**config.mk**
```make
export PLATFORM = sky130hd
export DESIGN_NAME = step_autorepeat_flat
export DESIGN_NICKNAME = d
export VERILOG_FILES = /design/src/rtl/step_autorepeat_if.sv /design/src/rtl/step_autorepeat.sv /design/src/flat_wrapper.sv
export SDC_FILE = /design/constraint.sdc
export NUM_CORES = 1
export LEC_CHECK = 0
export CORE_ASPECT_RATIO = 1.25
export CORE_MARGIN = 2
export CORE_UTILIZATION = 50
export CTS_CLUSTER_DIAMETER = 150
export DETAILED_ROUTE_END_ITERATION = 10
export GPL_ROUTABILITY_DRIVEN = 0
export PLACE_DENSITY = 0.72
export SYNTH_ARGS = -nofsm -noshare
export SYNTH_HDL_FRONTEND = slang
export SYNTH_SLANG_ARGS = --single-unit
```
**constraint.sdc**
```tcl
create_clock -name clock -period 1.6 [get_ports clock]
set_input_delay 0.32 -clock clock [delete_from_list [all_inputs] [get_ports clock]]
set_output_delay 0.32 -clock clock [all_outputs]
set_load 0.005 [all_outputs]
```
**src/rtl/step_autorepeat_if.sv**
```systemverilog
// Button-side bundle for step_autorepeat: timing strobe and debounced
// level in, step pulse and hold/repeat status out.
interface step_autorepeat_if;
  logic tick;
  logic level;
  logic step;
  logic held;
  logic repeating;

  modport master (
    output tick,
    output level,
    input  step,
    input  held,
    input  repeating
  );

  modport slave (
    input  tick,
    input  level,
    output step,
    output held,
    output repeating
  );
endinterface

```
**src/rtl/step_autorepeat.sv**
```systemverilog
// Turns a held step button into a press pulse followed by auto-repeat
// pulses, timed in tick strobes on the fast system clock.
module step_autorepeat #(
  parameter int HOLD_TICKS   = 500,
  parameter int REPEAT_TICKS = 100,
  parameter int CNT_BITS     = 10
) (
  input  logic       clock,
  input  logic       reset,
  step_autorepeat_if.slave bus
);

  typedef enum logic [1:0] {
    IDLE,
    HOLD,
    REPEAT
  } state_t;

  localparam logic [CNT_BITS-1:0] HOLD_LAST =
    CNT_BITS'(HOLD_TICKS - 1);
  localparam logic [CNT_BITS-1:0] REP_LAST =
    CNT_BITS'(REPEAT_TICKS - 1);

  logic                s1;
  logic                s2;
  state_t              state;
  state_t              state_n;
  logic [CNT_BITS-1:0] cnt;
  logic [CNT_BITS-1:0] cnt_n;
  logic                step_n;
  logic                step_q;
  logic                held_q;
  logic                rep_q;

  always_ff @(posedge clock or posedge reset) begin
    if (reset) begin
      s1     <= 1'b0;
      s2     <= 1'b0;
      state  <= IDLE;
      cnt    <= '0;
      step_q <= 1'b0;
      held_q <= 1'b0;
      rep_q  <= 1'b0;
    end else begin
      s1     <= bus.level;
      s2     <= s1;
      state  <= state_n;
      cnt    <= cnt_n;
      step_q <= step_n;
      held_q <= (state_n != IDLE);
      rep_q  <= (state_n == REPEAT);
    end
  end

  // Release is checked before tick so a coincident expiry never pulses.
  always_comb begin
    state_n = state;
    cnt_n   = cnt;
    step_n  = 1'b0;
    unique case (state)
      IDLE: begin
        cnt_n = '0;
        if (s2) begin
          state_n = HOLD;
          step_n  = 1'b1;
        end
      end
      HOLD: begin
        if (!s2) begin
          state_n = IDLE;
          cnt_n   = '0;
        end else if (bus.tick) begin
          if (cnt == HOLD_LAST) begin
            state_n = REPEAT;
            step_n  = 1'b1;
            cnt_n   = '0;
          end else begin
            cnt_n = cnt + 1'b1;
          end
        end
      end
      REPEAT: begin
        if (!s2) begin
          state_n = IDLE;
          cnt_n   = '0;
        end else if (bus.tick) begin
          if (cnt == REP_LAST) begin
            step_n = 1'b1;
            cnt_n  = '0;
          end else begin
            cnt_n = cnt + 1'b1;
          end
        end
      end
      default: begin
        state_n = IDLE;
        cnt_n   = '0;
      end
    endcase
  end

  assign bus.step      = step_q;
  assign bus.held      = held_q;
  assign bus.repeating = rep_q;

endmodule

```
**src/flat_wrapper.sv**
```systemverilog
// flat-port wrapper written by rule: the top's interface ports become plain ports
module step_autorepeat_flat 
#(
  parameter int HOLD_TICKS   = 500,
  parameter int REPEAT_TICKS = 100,
  parameter int CNT_BITS     = 10
)
  (clock, reset, bus_tick, bus_level, bus_step, bus_held, bus_repeating);
  step_autorepeat_if bus_i ();
  input  logic clock;
  input  logic reset;
  input wire logic [$bits(bus_i.tick)-1:0] bus_tick;
  input wire logic [$bits(bus_i.level)-1:0] bus_level;
  output wire logic [$bits(bus_i.step)-1:0] bus_step;
  output wire logic [$bits(bus_i.held)-1:0] bus_held;
  output wire logic [$bits(bus_i.repeating)-1:0] bus_repeating;
  assign bus_i.tick = bus_tick;
  assign bus_i.level = bus_level;
  assign bus_step = bus_i.step;
  assign bus_held = bus_i.held;
  assign bus_repeating = bus_i.repeating;
  step_autorepeat #(.HOLD_TICKS(HOLD_TICKS), .REPEAT_TICKS(REPEAT_TICKS), .CNT_BITS(CNT_BITS)) u_core (.clock(clock), .reset(reset), .bus(bus_i));
endmodule
```
==> Word-level counts from Yosys, hierarchy flattened <==
Index checks and enable logic that the tools add are counted.
{ "word_totals": {"register_bits": 17, "input_bits": 4, "out_inout_bits": 3, "wordCells": 39} }
{ "op_classes": {"addsub": 1, "n_eq_ne": 7, "muxes": 21, "reduce_logical": 3} }
{ "op_table": {"columns": ["op", "n"], "rows": [
  ["two-way mux 10 bit", 6],
  ["one-hot mux 10 bit (2 select lines)", 1],
  ["adder 10 x 1 -> 10 bit (second input constant)", 1],
  ["equality test 10 x 7 -> 1 bit (second input constant)", 1],
  ["equality test 10 x 9 -> 1 bit (second input constant)", 1],
  ["two-way mux 2 bit", 5],
  ["two-way mux 1 bit", 7],
  ["inequality test 3 bit (second input constant)", 2],
  ["one-hot mux 2 bit (3 select lines)", 1],
  ["equality test 2 bit (second input constant)", 2],
  ["one-hot mux 1 bit (3 select lines)", 1],
  ["equality test 2 x 1 -> 1 bit (second input constant)", 1],
  ["logical NOT 2 bit", 1],
  ["AND reduction 2 bit", 1],
  ["nonzero test 2 bit", 1]
]} }

==> Depth between registers and ports, before layout <==
Gate-level depths: netlist of the first run.
{ "logic_depth": {"depth_word": 6, "mapped_depth": 7, "depth_no_buf": 6} }

==> Worst setup path after synthesis of the first run <==
Ideal clock, no wire load.
{ "synth_path": {"kind": "flip-flop to flip-flop", "startpoint": "register u_core.state[0]", "endpoint": "register u_core.cnt[6]", "setup_time_ns": 0.116, "arrival_time_ns": 1.569, "required_ns": 1.484, "setup_slack_ns": -0.084, "stages_incl_launch_ff": 7, "synth_period_minus_slack_ns": 1.684, "cell_sequence": "dfrtp_1 -> inv_1 -> ha_1 -> nand3_1 -> a31oi_2 -> o21ai_2 -> o311ai_0"} }
{ "synth_via": {"elab_chain_len": 3, "elab_cells_between_ends": 6, "cone_classes": "4 x eq/ne; 1 x mux; 1 x reduce/logical"} }
{ "synth_lines": {"columns": ["item", "line", "text"], "rows": [
  ["start: declaration", "step_autorepeat.sv:26", "state_t state;"],
  ["start signal: assignment", "step_autorepeat.sv:47", "state <= state_n;"],
  ["equality test 2 bit / equality test 2 x 1 -> 1 bit (equally long branches)", "step_autorepeat.sv:60", "unique case (state)"],
  ["inequality test 3 bit (no source line)", null, null],
  ["AND reduction 2 bit (no source line)", null, null],
  ["end signal: assignment", "step_autorepeat.sv:48", "cnt <= cnt_n;"],
  ["end: declaration", "step_autorepeat.sv:28", "logic [CNT_BITS-1:0] cnt;"]
]} }
Several ways; a longest one is shown, not always the timed one.
A chain may end at the register's enable or synchronous reset.

==> Final worst setup path of the first run <==
{ "layout_path": {"startpoint": "register u_core.cnt[1]", "endpoint": "register u_core.cnt[9]"} }
{ "layout_via": {"elab_chain_len": 5, "elab_cells_between_ends": 10, "cone_classes": "1 x add/sub; 2 x eq/ne; 7 x mux"} }
{ "layout_lines": {"columns": ["item", "line"], "rows": [
  ["adder 10 x 1 -> 10 bit (tied with other cells)", "step_autorepeat.sv:78, step_autorepeat.sv:91"],
  ["two-way mux 10 bit, on equally long branches", "step_autorepeat.sv:87, step_autorepeat.sv:73"],
  ["two-way mux 10 bit, on equally long branches", "step_autorepeat.sv:86, step_autorepeat.sv:72"],
  ["two-way mux 10 bit, on equally long branches", "step_autorepeat.sv:83, step_autorepeat.sv:69"],
  ["one-hot mux 10 bit (2 select lines) (*)", "step_autorepeat.sv:60"]
]} }
Mark *: on every way between the ends. The rest lies on a longest branch, timed or not. The select of a mux whose other input is x is not followed.

==> flow_metrics.tcl, run 1 <==
set metrics [dict create \
    layout.nets 157 \
    viasPerCell 6.01 \
    final_common_cell "buf_4" \
    finalClockSkew_ns 0.00342 \
    fmax_ghz 0.595 \
    max_stage_delay_ns 0.40 \
    diodes 0 \
    die_area_um2 2380 \
    required_ns 1.78 \
    cts.clk_slew.worst_paths_ns 0.11 \
    cts_buffers 3 \
    outcome "finished, violations left" \
    p_per_area_nw_per_um2 925 \
    crit_type "flip-flop to flip-flop" \
    firstDrtPassIters 5 \
    ir_drop_v 0.000717 \
    hpwl_mm 1.96 \
    htreeDepth 1 \
    slew_viol_final 0 \
    start_util_pct 51.8 \
    violations "negative setup slack" \
    yosys_register_bits 17 \
    grt_pass1_wl_mm 4.58 \
    hold_buffers 0 \
    first_global_vias 1039 \
    synth_cell_types 36 \
    io_pins 7 \
    synthCells 105 \
    layout_common_cells "buf_4, nand2_1, dfrtp_1" \
    critical_path_arrival_ns 1.86 \
    min_path_type "input pin to async pin" \
    critPathCaptureType "flip-flop" \
    min_period_over_period_pct 105 \
    drtIter0Drc 23 \
    grt.total_usage_pct 26.7 \
    clock_latency_ns 0.30 \
    cts_tree "done" \
    rr_worst_depth 7 \
    antenna_found_initial 0 \
    cts.sink_count 17 \
    io_buffers 6 \
    layout-drive-gt1-share_pct 42.2 \
    start_kind "flip-flop" \
    chipHeight_um 54.1 \
    hold_ws_ns 0.342 \
    crit_fanout 4 \
    yosysWarnings 0 \
    fin_cells 167 \
    ant_nets 0 \
    cpMostUsedCell "buf_6" \
    max_cap_violations 0 \
    syn_avg_cell_area_um2 9.56 \
    total_power_mw 1.40 \
    hold_viol_final 0 \
    synthArstFlopShare_pct 100 \
    synth-edff-count 0 \
    cts-root-buf "clkbuf_4" \
    relSlewSlack_pct 77.4 \
    ys_seq_area_share_pct 42.4 \
    grt_overflow_total 0 \
    syn_nets 114 \
    layout_min_cycle_time_ns 1.68 \
    dr_total_vias 1004 \
    synthFlopType "dfrtp_1" \
    area_growth_syn_to_layout_pct 50.9 \
    die_w_um 44.1 \
    r2r-start "u_core.cnt[1]" \
    grt_max_degree 18 \
    slowest_stage "dfrtp_1" \
    cts_buffer_depth 2 \
    reg2reg_setup_slack_ns -0.08 \
    wl_per_cell_um 17.5 \
    rsz0062_at_grt "true" \
    netlist_area_um2 1000 \
    crit_path_start "u_core.cnt[1]" \
    rr_endpoint "u_core.cnt[9]" \
    dp.cells 159 \
    post-route-drc-count 0 \
    finalSetupViolations 9 \
    core-area_um2 1940 \
    rows 18 \
    setup_ws_ns -0.0801 \
    p_leak_nw 0.626 \
    routed_wl_mm 2.93 \
    crit_chain "ha_2 -> nor4b_4 -> buf_6 -> a31oi_4 -> buf_6 -> o221ai_4 -> o311ai_2" \
    tightest_slew_ns 0.335 \
]
worst max-delay path by stage:
| stage | depth (start not counted) | end |
|---|---|---|
| floorplan | 5 | u_core.bus.repeating |
| global placement | 6 | u_core.cnt[9] |
| detailed placement | 6 | u_core.cnt[9] |
| CTS | 7 | u_core.cnt[2] |
| global route | 7 | u_core.cnt[9] |
| finish | 7 | u_core.cnt[9] |
cells in the mapped netlist (all sizes together), types with 3 or more instances:
cell type	count	share of area (%)
a21oi	4	2.0
o211ai	6	4.5
nand2	17	6.4
inv	6	2.2
ha	5	6.2
a31oi	3	3.1
o21ai	8	4.4
dfrtp	17	42
nor2	3	1.1
o311ai	4	4.2
nand3	4	2.0
area by class of cell:
type,count,area [µm²]
multi-input cells,81,686
flip-flops and latches,17,427
fillers,122,423
repair buffers,39,327
well taps,20,25.0
clock buffers,3,22.5
inverters,6,22.5
clock inverters,1,5.00
report_power, final:
group | leakage [nW] | switching [mW] | internal [mW]
clock network | 0.0177 | 0.155 | 0.0934
logic | 0.382 | 0.300 | 0.349
registers | 0.225 | 0.0290 | 0.473
total | 0.626 | 0.484 | 0.916
state kept, by name, summed over array words and instances, names as in the netlist:
signal and cells:
u_core.bus.step 1, u_core.bus.repeating 1, u_core.bus.held 1, u_core.cnt 10, u_core.s1 1, u_core.state 2
u_core.s2 1
cell families (layout without fill, tap and decap cells):
group	count (synthesis)	in the layout	synth area share (%)
AND/OR/NAND/NOR	41	41	22.1
buffers and inverters	7	49	2.62
adder cells (fa/ha/maj)	5	5	6.23
AO/OA/AOI/OAI	33	33	24.7
multiplexers	2	2	2.00
flip-flops	17	17	42.4
metrics by stage:
stage / TNS (ns) / area [µm²] / worst slack, ns / utilization [%]
floorplan: -0.102 / 1020 / -0.0429 / -
global placement: -0.0845 / 1320 / -0.0414 / 68.3
detailed placement: -0.397 / 1320 / -0.0984 / 68.3
CTS: -0.277 / 1460 / -0.0640 / 75.3
global route: -1.39 / 1510 / -0.177 / 78.2
finish: -0.415 / 1510 / -0.0801 / 78.2
what timing repair did:
action | in CTS | in global routing
pin swaps | 9 | 8
setup endpoints to repair | 11 | 14
buffers inserted | 4 | 2
gates resized for setup | 21 | 11
layer usage:
layer,track usage [%],up-vias,wire length (µm)
met1,27.8,476,1130
met3,3.02,15,83
li1,-,476,-
met5,0,-,0
met4,14.1,0,133
met2,51.5,37,1580
worst max-delay path, delay by kind of cell (launching register included):
family / cells / cell delay, ns
AO/OA/AOI/OAI: 3 / 0.43
buffers and inverters: 2 / 0.34
flip-flops: 1 / 0.40
adder cells (fa/ha/maj): 1 / 0.19
AND/OR/NAND/NOR: 1 / 0.20
Note: power is estimated with default switching activity, not from simulation.
==> run 2, diff against run 1 <==
--- a/config.mk
+++ b/config.mk
@@ -11,7 +11,8 @@
 export CTS_CLUSTER_DIAMETER = 150
 export DETAILED_ROUTE_END_ITERATION = 10
 export GPL_ROUTABILITY_DRIVEN = 0
-export PLACE_DENSITY = 0.72
+export PLACE_DENSITY = 0.73
+export REMOVE_ABC_BUFFERS = 1
 export SYNTH_ARGS = -nofsm -noshare
 export SYNTH_HDL_FRONTEND = slang
 export SYNTH_SLANG_ARGS = --single-unit
==> run 2 against run 1 <==
Against the previous run: the flow still finishes with violations (negative setup slack); routed wire length fell by 3.2%; power down 6.0%; sequential cell count did not move; register-to-register slack worse by 0.05 ns; hold slack worse by 0.011 ns; die area is the same; via count up 2.6%; largest power group unchanged; clock-buffer cell count stayed put; cell count fell by 1.2%; worst setup slack got worse by 0.048 ns; critical path depth stayed put; critical endpoint is now u_core.cnt[7].
==> flow_metrics.tcl, run 2 (synthesized netlist as in run 1, its figures left out) <==
set metrics [dict create \
    ant_nets 0 \
    antenna_found_initial 0 \
    tightest_slew_ns 0.431 \
    seq_power_share_pct 37.5 \
    max_stage_delay_ns 0.37 \
    io_buffers 6 \
    post-route-drc-count 0 \
    required_ns 1.78 \
    first_global_vias 1060 \
    layout.nets 155 \
    crit_type "flip-flop to flip-flop" \
    drtIter0Drc 27 \
    total_power_mw 1.32 \
    routed_wl_mm 2.83 \
    core-area_um2 1940 \
    cts-root-buf "clkbuf_4" \
    setup_ws_ns -0.128 \
    cts_tree "done" \
    die_w_um 44.1 \
    die_area_um2 2380 \
    firstDrtPassIters 4 \
    critPathCaptureType "flip-flop" \
    reg2reg_setup_slack_ns -0.13 \
    final_common_cell "buf_4" \
    chipHeight_um 54.1 \
    swShare_pct 33.6 \
    diodes 0 \
    grt_pass1_wl_mm 4.72 \
    crit_fanout 5 \
    cts.sink_count 17 \
    min_path_type "input pin to async pin" \
    max_cap_violations 0 \
    min_period_over_period_pct 108 \
    rows 18 \
    crit_cells 7 \
    htreeDepth 1 \
    slew_viol_final 0 \
    area_growth_syn_to_layout_pct 45.4 \
    fin_cells 165 \
    ir_drop_v 0.000705 \
    violations "negative setup slack" \
    rr_worst_depth 7 \
    layout_min_cycle_time_ns 1.73 \
    cts_buffers 3 \
    internal-power_mw 0.873 \
    cts.clk_slew.worst_paths_ns 0.11 \
    p_switching_mw 0.443 \
    critical_path_arrival_ns 1.91 \
    finalSetupViolations 10 \
    hold_viol_final 0 \
    path_buf_inv 2 \
    largest_reg_flops 10 \
    clock_latency_ns 0.31 \
    crit_path_start "u_core.cnt[0]" \
    dr_total_vias 1030 \
    grt_max_degree 18 \
    r2r-start "u_core.cnt[0]" \
    p_per_area_nw_per_um2 902 \
    layout-drive-gt1-share_pct 37.9 \
    hpwl_mm 1.82 \
    start_util_pct 51.8 \
    finalClockSkew_ns 0.00685 \
    relSlewSlack_pct 71.0 \
    start_kind "flip-flop" \
    hold_ws_ns 0.331 \
    grt.total_usage_pct 28.0 \
    viasPerCell 6.24 \
    fmax_ghz 0.579 \
    layout_common_cells "buf_4, nand2_1, dfrtp_1" \
    wl_per_cell_um 17.2 \
    grt_overflow_total 0 \
    power_frac_clock_pct 19.0 \
    io_pins 7 \
    cp_top_family "compound AO/OA/AOI/OAI gates" \
    regMostFlops "u_core.cnt" \
    top_regs "u_core.cnt: 10 flops, u_core.state: 2 flops" \
    cts_buffer_depth 2 \
    fin_tns_setup_ns -0.775 \
    final_util_pct 75.3 \
    dp.cells 153 \
    slowest_stage "dfrtp_1" \
    outcome "finished, violations left" \
    crit_chain "ha_2 -> nor4b_4 -> buf_4 -> a31oi_4 -> buf_6 -> o211ai_1 -> o311ai_1" \
    rsz0062_at_grt "true" \
    hold_buffers 0 \
    p_leak_nw 0.616 \
    power_frac_comb_pct 43.5 \
]
## run 2: layout make-up
| class | count | area, µm² |
|---|---|---|
| clock buffers | 3 | 22.5 |
| multi-input cells | 81 | 644 |
| inverters | 6 | 25.0 |
| well taps | 20 | 25.0 |
| flip-flops and latches | 17 | 427 |
| fillers | 131 | 478 |
| repair buffers | 37 | 308 |
| clock inverters | 1 | 7.51 |
## run 2: power by group through the flow
stage | Clock [mW] | Sequential, mW | Combinational [mW]
2_1_floorplan | 0 | 0.515 | 0.180
3_3_place_gp | 0 | 0.508 | 0.389
3_5_place_dp | 0 | 0.510 | 0.397
4_1_cts | 0.256 | 0.493 | 0.539
5_1_grt | 0.279 | 0.497 | 0.619
6_report | 0.250 | 0.493 | 0.572
## run 2: worst paths after layout
check                                   to
setup / recovery             u_core.cnt[7]
hold / removal             u_core.state[0]
setup reg to reg             u_core.cnt[7]
hold reg to reg                  u_core.s2
max in group asynchronous  u_core.state[1]
min in group clock               u_core.s2
## run 2: per-stage QoR
stage	cell area (µm²)	setup WS, ns
after CTS	1430	-0.0609
after global placement	1260	-0.135
after global routing	1460	-0.214
after floorplan	1000	-0.0844
final	1460	-0.128
after detailed placement	1260	-0.246
## run 2: worst reg2reg max path, stage by stage (launching register included)
cell and delay [ns]:
dfrtp_1 0.37, ha_2 0.19, nor4b_4 0.22, buf_4 0.18, a31oi_4 0.13, buf_6 0.16
o211ai_1 0.20, o311ai_1 0.14
## run 2: layer usage
| layer | wire length, µm | GRT usage [%] | vias to the layer above | part of all wire, % |
|---|---|---|---|---|
| met3 | 125 | 4.70 | 11 | 4.4 |
| met5 | 0 | 0 | - | 0 |
| met1 | 1060 | 30.3 | 504 | 37 |
| met2 | 1540 | 50.7 | 41 | 54 |
| li1 | - | - | 474 | - |
| met4 | 107 | 16.7 | 0 | 3.8 |
## run 2: timing repair
item	CTS	global route
pin swaps	13	4
resized for setup	25	5
endpoints found under the hold margin	0	0
setup buffers	7	2
endpoints found under the setup margin	14	14
gates cloned	0	0
==> run 3, diff against run 2 <==
--- a/config.mk
+++ b/config.mk
@@ -11,7 +11,7 @@
 export CTS_CLUSTER_DIAMETER = 150
 export DETAILED_ROUTE_END_ITERATION = 10
 export GPL_ROUTABILITY_DRIVEN = 0
-export PLACE_DENSITY = 0.73
+export PLACE_DENSITY = 0.7
 export REMOVE_ABC_BUFFERS = 1
 export SYNTH_ARGS = -nofsm -noshare
 export SYNTH_HDL_FRONTEND = slang
==> constraint.sdc (replaced) <==
create_clock -name clock -period 2.1 [get_ports clock]
set_input_delay 0.42 -clock clock [delete_from_list [all_inputs] [get_ports clock]]
set_output_delay 0.42 -clock clock [all_outputs]
set_load 0.005 [all_outputs]
==> run 3 against run 2 <==
Against the previous run: the flow now finishes without violations; critical path depth is 1 lower; sequential cell count stayed put; sequential share of layout area is 7.6 points higher; worst setup slack better by 0.38 ns; first-iteration DRC count is 37% lower; die area stayed put; design area is 21% lower; fmax is 6.6% lower; routed wire length is 24% lower; combinational power is 61% lower; global-route usage is 6.9 points lower; clock power is 26% lower.
==> flow_metrics.tcl, run 3 (synthesized netlist as in run 1, its figures left out) <==
set metrics [dict create \
    power_frac_clock_pct 23.3 \
    io_pins 7 \
    firstDrtPassIters 4 \
    min_period_over_period_pct 88.1 \
    dr_total_vias 825 \
    fmax_ghz 0.540 \
    die_area_um2 2380 \
    grt_max_degree 18 \
    max_cap_violations 0 \
    start_kind "flip-flop" \
    cts.clk_slew.worst_paths_ns 0.11 \
    crit_type "flip-flop to flip-flop" \
    layout_min_cycle_time_ns 1.85 \
    min_path_type "flip-flop to flip-flop" \
    critPathCaptureType "flip-flop" \
    grt.total_usage_pct 21.2 \
    rows 18 \
    cts_buffers 3 \
    p_per_area_nw_per_um2 690 \
    htreeDepth 1 \
    diodes 0 \
    finalClockSkew_ns 0.00629 \
    layout-drive-gt1-share_pct 12.0 \
    finalSetupViolations 0 \
    io_buffers 6 \
    crit_fanout 7 \
    cts_buffer_depth 2 \
    outcome "finished clean" \
    total_power_mw 0.797 \
    area_growth_syn_to_layout_pct 15.1 \
    hpwl_mm 1.55 \
    hold_viol_final 0 \
    core-area_um2 1940 \
    start_util_pct 51.8 \
    chipHeight_um 54.1 \
    cts_tree "done" \
    wl_per_cell_um 15.8 \
    first_global_vias 855 \
    grt_overflow_total 0 \
    routed_wl_mm 2.16 \
    layout.nets 127 \
    fin_tns_setup_ns 0 \
    critical_path_arrival_ns 2.07 \
    seq_power_share_pct 48.9 \
    required_ns 2.32 \
    clock_latency_ns 0.30 \
    die_w_um 44.1 \
    regMostFlops "u_core.cnt" \
    ir_drop_v 0.000355 \
    power_frac_comb_pct 27.7 \
    hold_buffers 0 \
    ant_nets 0 \
    cts-root-buf "clkbuf_4" \
    antenna_found_initial 0 \
    p_leak_nw 0.455 \
    p_switching_mw 0.272 \
    slew_viol_final 0 \
    cts.sink_count 17 \
    post-route-drc-count 0 \
    grt_pass1_wl_mm 3.70 \
    largest_reg_flops 10 \
    layout_common_cells "nand2_1, dfrtp_1, o21ai_0" \
    drtIter0Drc 17 \
    top_regs "u_core.cnt: 10 flops, u_core.state: 2 flops" \
    relSlewSlack_pct 56.5 \
    viasPerCell 6.02 \
    rsz0062_at_grt "false" \
    tightest_slew_ns 0.651 \
    swShare_pct 34.1 \
    internal-power_mw 0.526 \
]
[run 3: final timing paths]
check / from / endpoint / slack (ns) / depth (start not counted)
max in group asynchronous: reset / u_core.cnt[1] / 1.18 / 2
worst min-delay path: u_core.s1 / u_core.s2 / 0.37 / 0
min in group asynchronous: reset / u_core.bus.repeating / 0.50 / 2
worst max register to register: u_core.state[0] / u_core.cnt[5] / 0.25 / 6
worst max-delay path: u_core.state[0] / u_core.cnt[5] / 0.25 / 6
worst min register to register: u_core.s1 / u_core.s2 / 0.37 / 0
[run 3: layout make-up]
| class | count | area, µm² |
|---|---|---|
| Clock buffer | 3 | 22.5 |
| Clock inverter | 1 | 7.51 |
| Fill cell | 167 | 782 |
| Inverter | 6 | 22.5 |
| Multi-Input combinational cell | 81 | 569 |
| Sequential cell | 17 | 425 |
| Tap cell | 20 | 25.0 |
| Timing Repair Buffer | 9 | 82.6 |
[run 3: critical path, stage by stage (launching register included)]
cell       delay [ns]
dfrtp_1          0.45
inv_1            0.09
ha_1             0.28
o21a_1           0.29
a2111oi_0        0.40
o21ai_0          0.15
o211ai_1         0.12
[run 3: through the flow]
stage / instance area (µm²) / instances / hold WS, ns / utilization, % / setup WS (ns)
global placement: 1080 / 130 / 0.335 / 56.0 / 0.186
detailed placement: 1080 / 130 / 0.345 / 56.0 / 0.0790
floorplan: 1000 / 104 / 0.331 / - / 0.416
CTS: 1110 / 134 / 0.371 / 57.6 / 0.0968
global route: 1150 / 137 / 0.382 / 59.6 / 0.0305
finish: 1150 / 137 / 0.367 / 59.6 / 0.249
[run 3: layer usage]
metal	wire, µm	vias to the layer above	track usage (%)
li1	-	414	-
met4	15	0	6.06
met5	0	-	0
met2	1150	11	41.2
met3	59	2	4.36
met1	937	398	22.5
[run 3: power groups by stage]
stage	sequential [mW]	combinational [mW]	clock, mW
floorplan	0.393	0.137	0
global placement	0.393	0.211	0
detailed placement	0.395	0.215	0
CTS	0.389	0.216	0.189
global route	0.394	0.249	0.200
finish	0.390	0.221	0.186
[run 3: what timing repair did]
item,4_1_cts,5_1_grt
hold endpoints to repair,0,0
setup buffers,0,3
gates resized for setup,0,3
setup endpoints to repair,0,6
